### src/rtl/apb_slave_regfile.sv
// APB slave register file: NUM_REGS registers (reg 0 = read-only ID),
// WAIT_STATES wait cycles, PSLVERR on out-of-range or ID writes.
`timescale 1ns/1ps
module apb_slave_regfile #(
  parameter int ADDR_WIDTH  = 8,
  parameter int DATA_WIDTH  = 8,
  parameter int NUM_REGS    = 16,
  parameter int WAIT_STATES = 0,
  parameter logic [DATA_WIDTH-1:0] ID_VALUE = 'hA5
) (
  input  logic                  PCLK_i,
  input  logic                  PRESET_i,
  input  logic                  PSEL_i,
  input  logic                  PENABLE_i,
  input  logic                  PWRITE_i,
  input  logic [ADDR_WIDTH-1:0] PADDR_i,
  input  logic [DATA_WIDTH-1:0] PWDATA_i,
  output logic [DATA_WIDTH-1:0] PRDATA_o,
  output logic                  PREADY_o,
  output logic                  PSLVERR_o
);

  localparam int IW = (NUM_REGS > 1) ? $clog2(NUM_REGS) : 1;

  typedef enum logic [1:0] {
    S_IDLE,
    S_WAIT,
    S_DONE
  } state_t;

  state_t                state;
  logic [3:0]            cnt;
  logic [ADDR_WIDTH-1:0] addr_q;
  logic                  wr_q;
  logic [DATA_WIDTH-1:0] wdata_q;
  logic [DATA_WIDTH-1:0] regs [NUM_REGS];

  logic                  setup;
  logic [ADDR_WIDTH-1:0] a_sel;
  logic                  w_sel;
  logic                  err_sel;
  logic [DATA_WIDTH-1:0] rd_sel;
  logic [IW-1:0]         idx;

  // In IDLE the decode looks at the live bus so a zero-wait transfer
  // can present its response in the first access cycle.
  always_comb begin
    setup   = PSEL_i & ~PENABLE_i;
    a_sel   = (state == S_IDLE) ? PADDR_i : addr_q;
    w_sel   = (state == S_IDLE) ? PWRITE_i : wr_q;
    idx     = a_sel[IW-1:0];
    err_sel = (32'(a_sel) >= 32'(NUM_REGS))
            | (w_sel & (a_sel == '0));
    rd_sel  = '0;
    if (!w_sel && !err_sel) begin
      if (a_sel == '0) rd_sel = ID_VALUE;
      else             rd_sel = regs[idx];
    end
  end

  always_ff @(posedge PCLK_i or negedge PRESET_i) begin
    if (!PRESET_i) begin
      state     <= S_IDLE;
      cnt       <= '0;
      addr_q    <= '0;
      wr_q      <= 1'b0;
      wdata_q   <= '0;
      PRDATA_o  <= '0;
      PREADY_o  <= 1'b0;
      PSLVERR_o <= 1'b0;
      for (int i = 0; i < NUM_REGS; i++) regs[i] <= '0;
    end else begin
      PRDATA_o  <= '0;
      PREADY_o  <= 1'b0;
      PSLVERR_o <= 1'b0;
      unique case (state)
        S_IDLE: begin
          if (setup) begin
            addr_q  <= PADDR_i;
            wr_q    <= PWRITE_i;
            wdata_q <= PWDATA_i;
            cnt     <= 4'(WAIT_STATES);
            if (WAIT_STATES == 0) begin
              state     <= S_DONE;
              PREADY_o  <= 1'b1;
              PSLVERR_o <= err_sel;
              PRDATA_o  <= rd_sel;
            end else begin
              state <= S_WAIT;
            end
          end
        end
        S_WAIT: begin
          if (!PSEL_i) begin
            state <= S_IDLE;
          end else if (PENABLE_i) begin
            if (cnt <= 4'd1) begin
              state     <= S_DONE;
              PREADY_o  <= 1'b1;
              PSLVERR_o <= err_sel;
              PRDATA_o  <= rd_sel;
            end else begin
              cnt <= cnt - 4'd1;
            end
          end
        end
        S_DONE: begin
          state <= S_IDLE;
          // Commit only if the master held PSEL through the DONE cycle.
          if (PSEL_i && wr_q && !err_sel) regs[idx] <= wdata_q;
        end
        default: state <= S_IDLE;
      endcase
    end
  end

endmodule

### config.mk
export PLATFORM = sky130hd
export DESIGN_NAME = apb_slave_regfile
export DESIGN_NICKNAME = d
export VERILOG_FILES = /design/src/rtl/apb_slave_regfile.sv
export SDC_FILE = /design/constraint.sdc
export NUM_CORES = 1
export LEC_CHECK = 0
export BUFFER_PORTS_ARGS = -buffer_cell sky130_fd_sc_hd__buf_2
export CORE_AREA = 10 10 138 108
export CTS_CLUSTER_DIAMETER = 100
export DETAILED_ROUTE_END_ITERATION = 8
export DIE_AREA = 0 0 148 118
export PLACE_DENSITY = 0.74
export SLEW_MARGIN = 10
export SYNTH_ARGS = -nofsm -noshare
export SYNTH_HDL_FRONTEND = slang
export SYNTH_SLANG_ARGS = --single-unit
### constraint.sdc
create_clock -name PCLK_i -period 3.6 [get_ports PCLK_i]
set_clock_uncertainty 0.15 [all_clocks]
set_input_delay 0.18 -clock PCLK_i [delete_from_list [all_inputs] [get_ports PCLK_i]]
set_output_delay 0.18 -clock PCLK_i [all_outputs]
set_load 0.01 [all_outputs]
==> impl_metrics.toml <==
[outcome]
outcome = "finished, final reports clean"

[setup_path]
worstPathRequired_ns = 3.75
worst-path-max-fanout = 12
critPathKind = "reg2reg"
crit_arrival_ns = 3.01
crit_path_cell_trace = "buf_4, nand2b_1, a2bb2oi_2, nor2_4, or4_1, mux2_4"
end_kind = "flop"
critPathMaxStageDelay_ns = 0.81
slowest_stage = "or4_1"
startpoint_type = "flop"

[placement]
dp_hpwl_mm = 11.5
post-place-ws_ns = 0.792
gp_congestion = 0.938
port_buffers = 30

[clocking]
cts_resized = 0
clk_path_buf_depth = 2
cts.clk_slew.worst_paths_ns = 0.06
cts_root_buf = "clkbuf_16"
cts_htree_levels = 4
clock_sinks = 156
cts_tree = "done"
insertion_delay_ns = 0.42
cts_made_buffers = 17

[timing]
period_minus_slack_ns = 2.86
timing.fmax_mhz = 350
hold_viol = 0
post-route-period-util_pct = 79.4
max-slew-margin-rel_pct = 30.3
setup_viol = 0
worstMarginPinSlew_ns = 1.04
rsz0062_at_grt = "false"
drv_slew = 0
finalSetupTns_ns = 0
worst_slack_ns = 0.743

[detailed_routing]
drc = 0
drt_iter0_markers = 384
dr.pass1.iters = 4
route.vias.total = 4748
ant_nets = 0
wl_per_cell_um = 23.6
viasPerCell = 6.32
drt_wl_total_mm = 17.7

[worst_hold_path]
hp-class = "in2reg"

[grt]
grt_max_degree = 96
overflow = 0
grt_pass1_wl_mm = 28.4
grt_use_total_pct = 20.8
grt_pass1_vias = 4942
antenna_found_initial = 0

[cells_and_area]
layout.nets = 594
area_delta_synth_final_pct = 14.8
antenna_cells = 0
drive_gt1_share_pct = 39.3

[synth]
netlist-cell-type-count = 46
synth_cells = 528
yosysMostFrequentCell = "dfrtp_1"
syn_area_per_cell_um2 = 13.6
synth_common_cells = "dfrtp_1 (156), mux2_2 (114), a21oi_1 (33)"
syn_nets = 549
ys_ff_latch = 156
netlist_area_um2 = 7170
yosys_warnings = 0
synth_edf_count = 0
yosysTopAreaCellShare_pct = 54.4
yosysTopAreaCell = "dfrtp_1"
synth-async-reset-ratio_pct = 100
ys_seq_area_share_pct = 54.4
ys.flop_type = "dfrtp_1"
synth_area_leaders = "dfrtp_1 (54%), mux2_2 (18%), mux2_4 (3.4%)"

[floorplan]
die_x_um = 148
start_util_pct = 58.9
core_area_um2 = 12200
ios = 31
fp.dieArea_um2 = 17500
fp.dieH_um = 118
num_rows = 35

[power]
p_per_area_nw_per_um2 = 482
p_leak_nw = 3.92
ir_worst_vdd_uv = 353

[job]
drv_cap = 0
==> layout by cell type (no fill, tap or decap), types with 4 or more instances in the layout <==
| master | synthesis | routed |
|---|---|---|
| nor4b_1 | 4 | 4 |
| a22o_1 | 13 | 13 |
| a41oi_1 | 4 | 4 |
| mux4_2 | 4 | 4 |
| a22oi_1 | 5 | 5 |
| buf_2 | 8 | 29 |
| nor4_4 | 4 | 4 |
| mux2_2 | 114 | 114 |
| a2111oi_0 | 8 | 8 |
| buf_4 | 1 | 16 |
| clkinvlp_4 | 0 | 4 |
| nor4_1 | 8 | 8 |
| o22ai_1 | 12 | 12 |
| nand2_1 | 11 | 11 |
| clkbuf_16 | 0 | 17 |
| dlygate4sd3_1 | 0 | 20 |
| nor2_1 | 8 | 7 |
| mux2_1 | 7 | 7 |
| a21oi_1 | 33 | 33 |
| o22a_1 | 4 | 4 |
| a21boi_0 | 25 | 25 |
| dfrtp_1 | 156 | 156 |
| inv_6 | 0 | 4 |
| mux2_4 | 16 | 16 |
| o21ai_0 | 11 | 11 |
==> state kept, by name, indices dropped and copies added (netlist names) <==
signal     cells
PSLVERR_o      1
wdata_q        8
wr_q           1
regs         128
PRDATA_o       8
addr_q         8
PREADY_o       1
state          1
==> layout make-up <==
| type | count | area [um^2] |
|---|---|---|
| repair buffers | 66 | 477 |
| fillers | 880 | 3940 |
| flip-flops and latches | 156 | 3900 |
| inverters | 1 | 3.75 |
| clock inverters | 14 | 138 |
| well taps | 166 | 208 |
| multi-input cells | 331 | 3080 |
| clock buffers | 17 | 425 |
==> metal layers <==
layer / vias to the layer above / track usage (%) / part of all wire, %
met4: 0 / 6.06 / 1.5
met1: 2472 / 28.4 / 45
met5: - / 0 / 0
met2: 176 / 31.4 / 46
li1: 2078 / - / -
met3: 22 / 6.03 / 7.4
==> cell families (layout without fill, tap and decap cells) <==
group,after synthesis,in the layout,synth area share [%]
flip-flops,156,156,54.4
multiplexers,143,143,23.9
AO/OA/AOI/OAI,121,121,11.7
AND/OR/NAND/NOR,67,67,7.35
buffers and inverters,41,98,2.65
==> through the flow <==
step	util, %	hold WS [ns]	total power [mW]	instance area [um^2]	std cells
2_1_floorplan	-	-0.266	2.11	7170	528
3_3_place_gp	61.4	0.163	2.25	7470	700
3_5_place_dp	61.4	0.167	2.26	7470	700
4_1_cts	67.6	0.101	3.99	8230	751
5_1_grt	67.6	0.146	4.10	8230	751
6_report	67.6	0.120	3.97	8230	751
==> worst max-delay path: cells and delay by family, from the launching register on <==
kind	cells	cell delay [ns]
and+or+nand+nor	3	1.09
muxes	1	0.39
AOI/OAI and AO/OA	1	0.38
buffers and inverters	1	0.23
DFF	1	0.49
==> where the power goes <==
group	switching (mW)	total [mW]	internal (mW)	leakage, nW
Clock	0.753	1.71	0.961	0.265
Combinational	0.191	0.328	0.138	1.52
Sequential	0.121	1.93	1.81	2.14
==> final timing paths <==
check,end,start,cells after the start,slack (ns)
max in group asynchronous,regs[69],PRESET_i,3,2.17
min in group asynchronous,regs[110],PRESET_i,2,0.24
max reg2reg,regs[42],state[1],6,0.74
max,regs[42],state[1],6,0.74
min,wr_q,PSEL_i,4,0.12
min reg2reg,regs[123],regs[123],0,0.23
==> repair_timing <==
item                                   CTS  global route
setup buffers                            0             0
hold buffers                            20             0
endpoints found under the hold margin  111             0
Power figures use the tool's default switching activity.
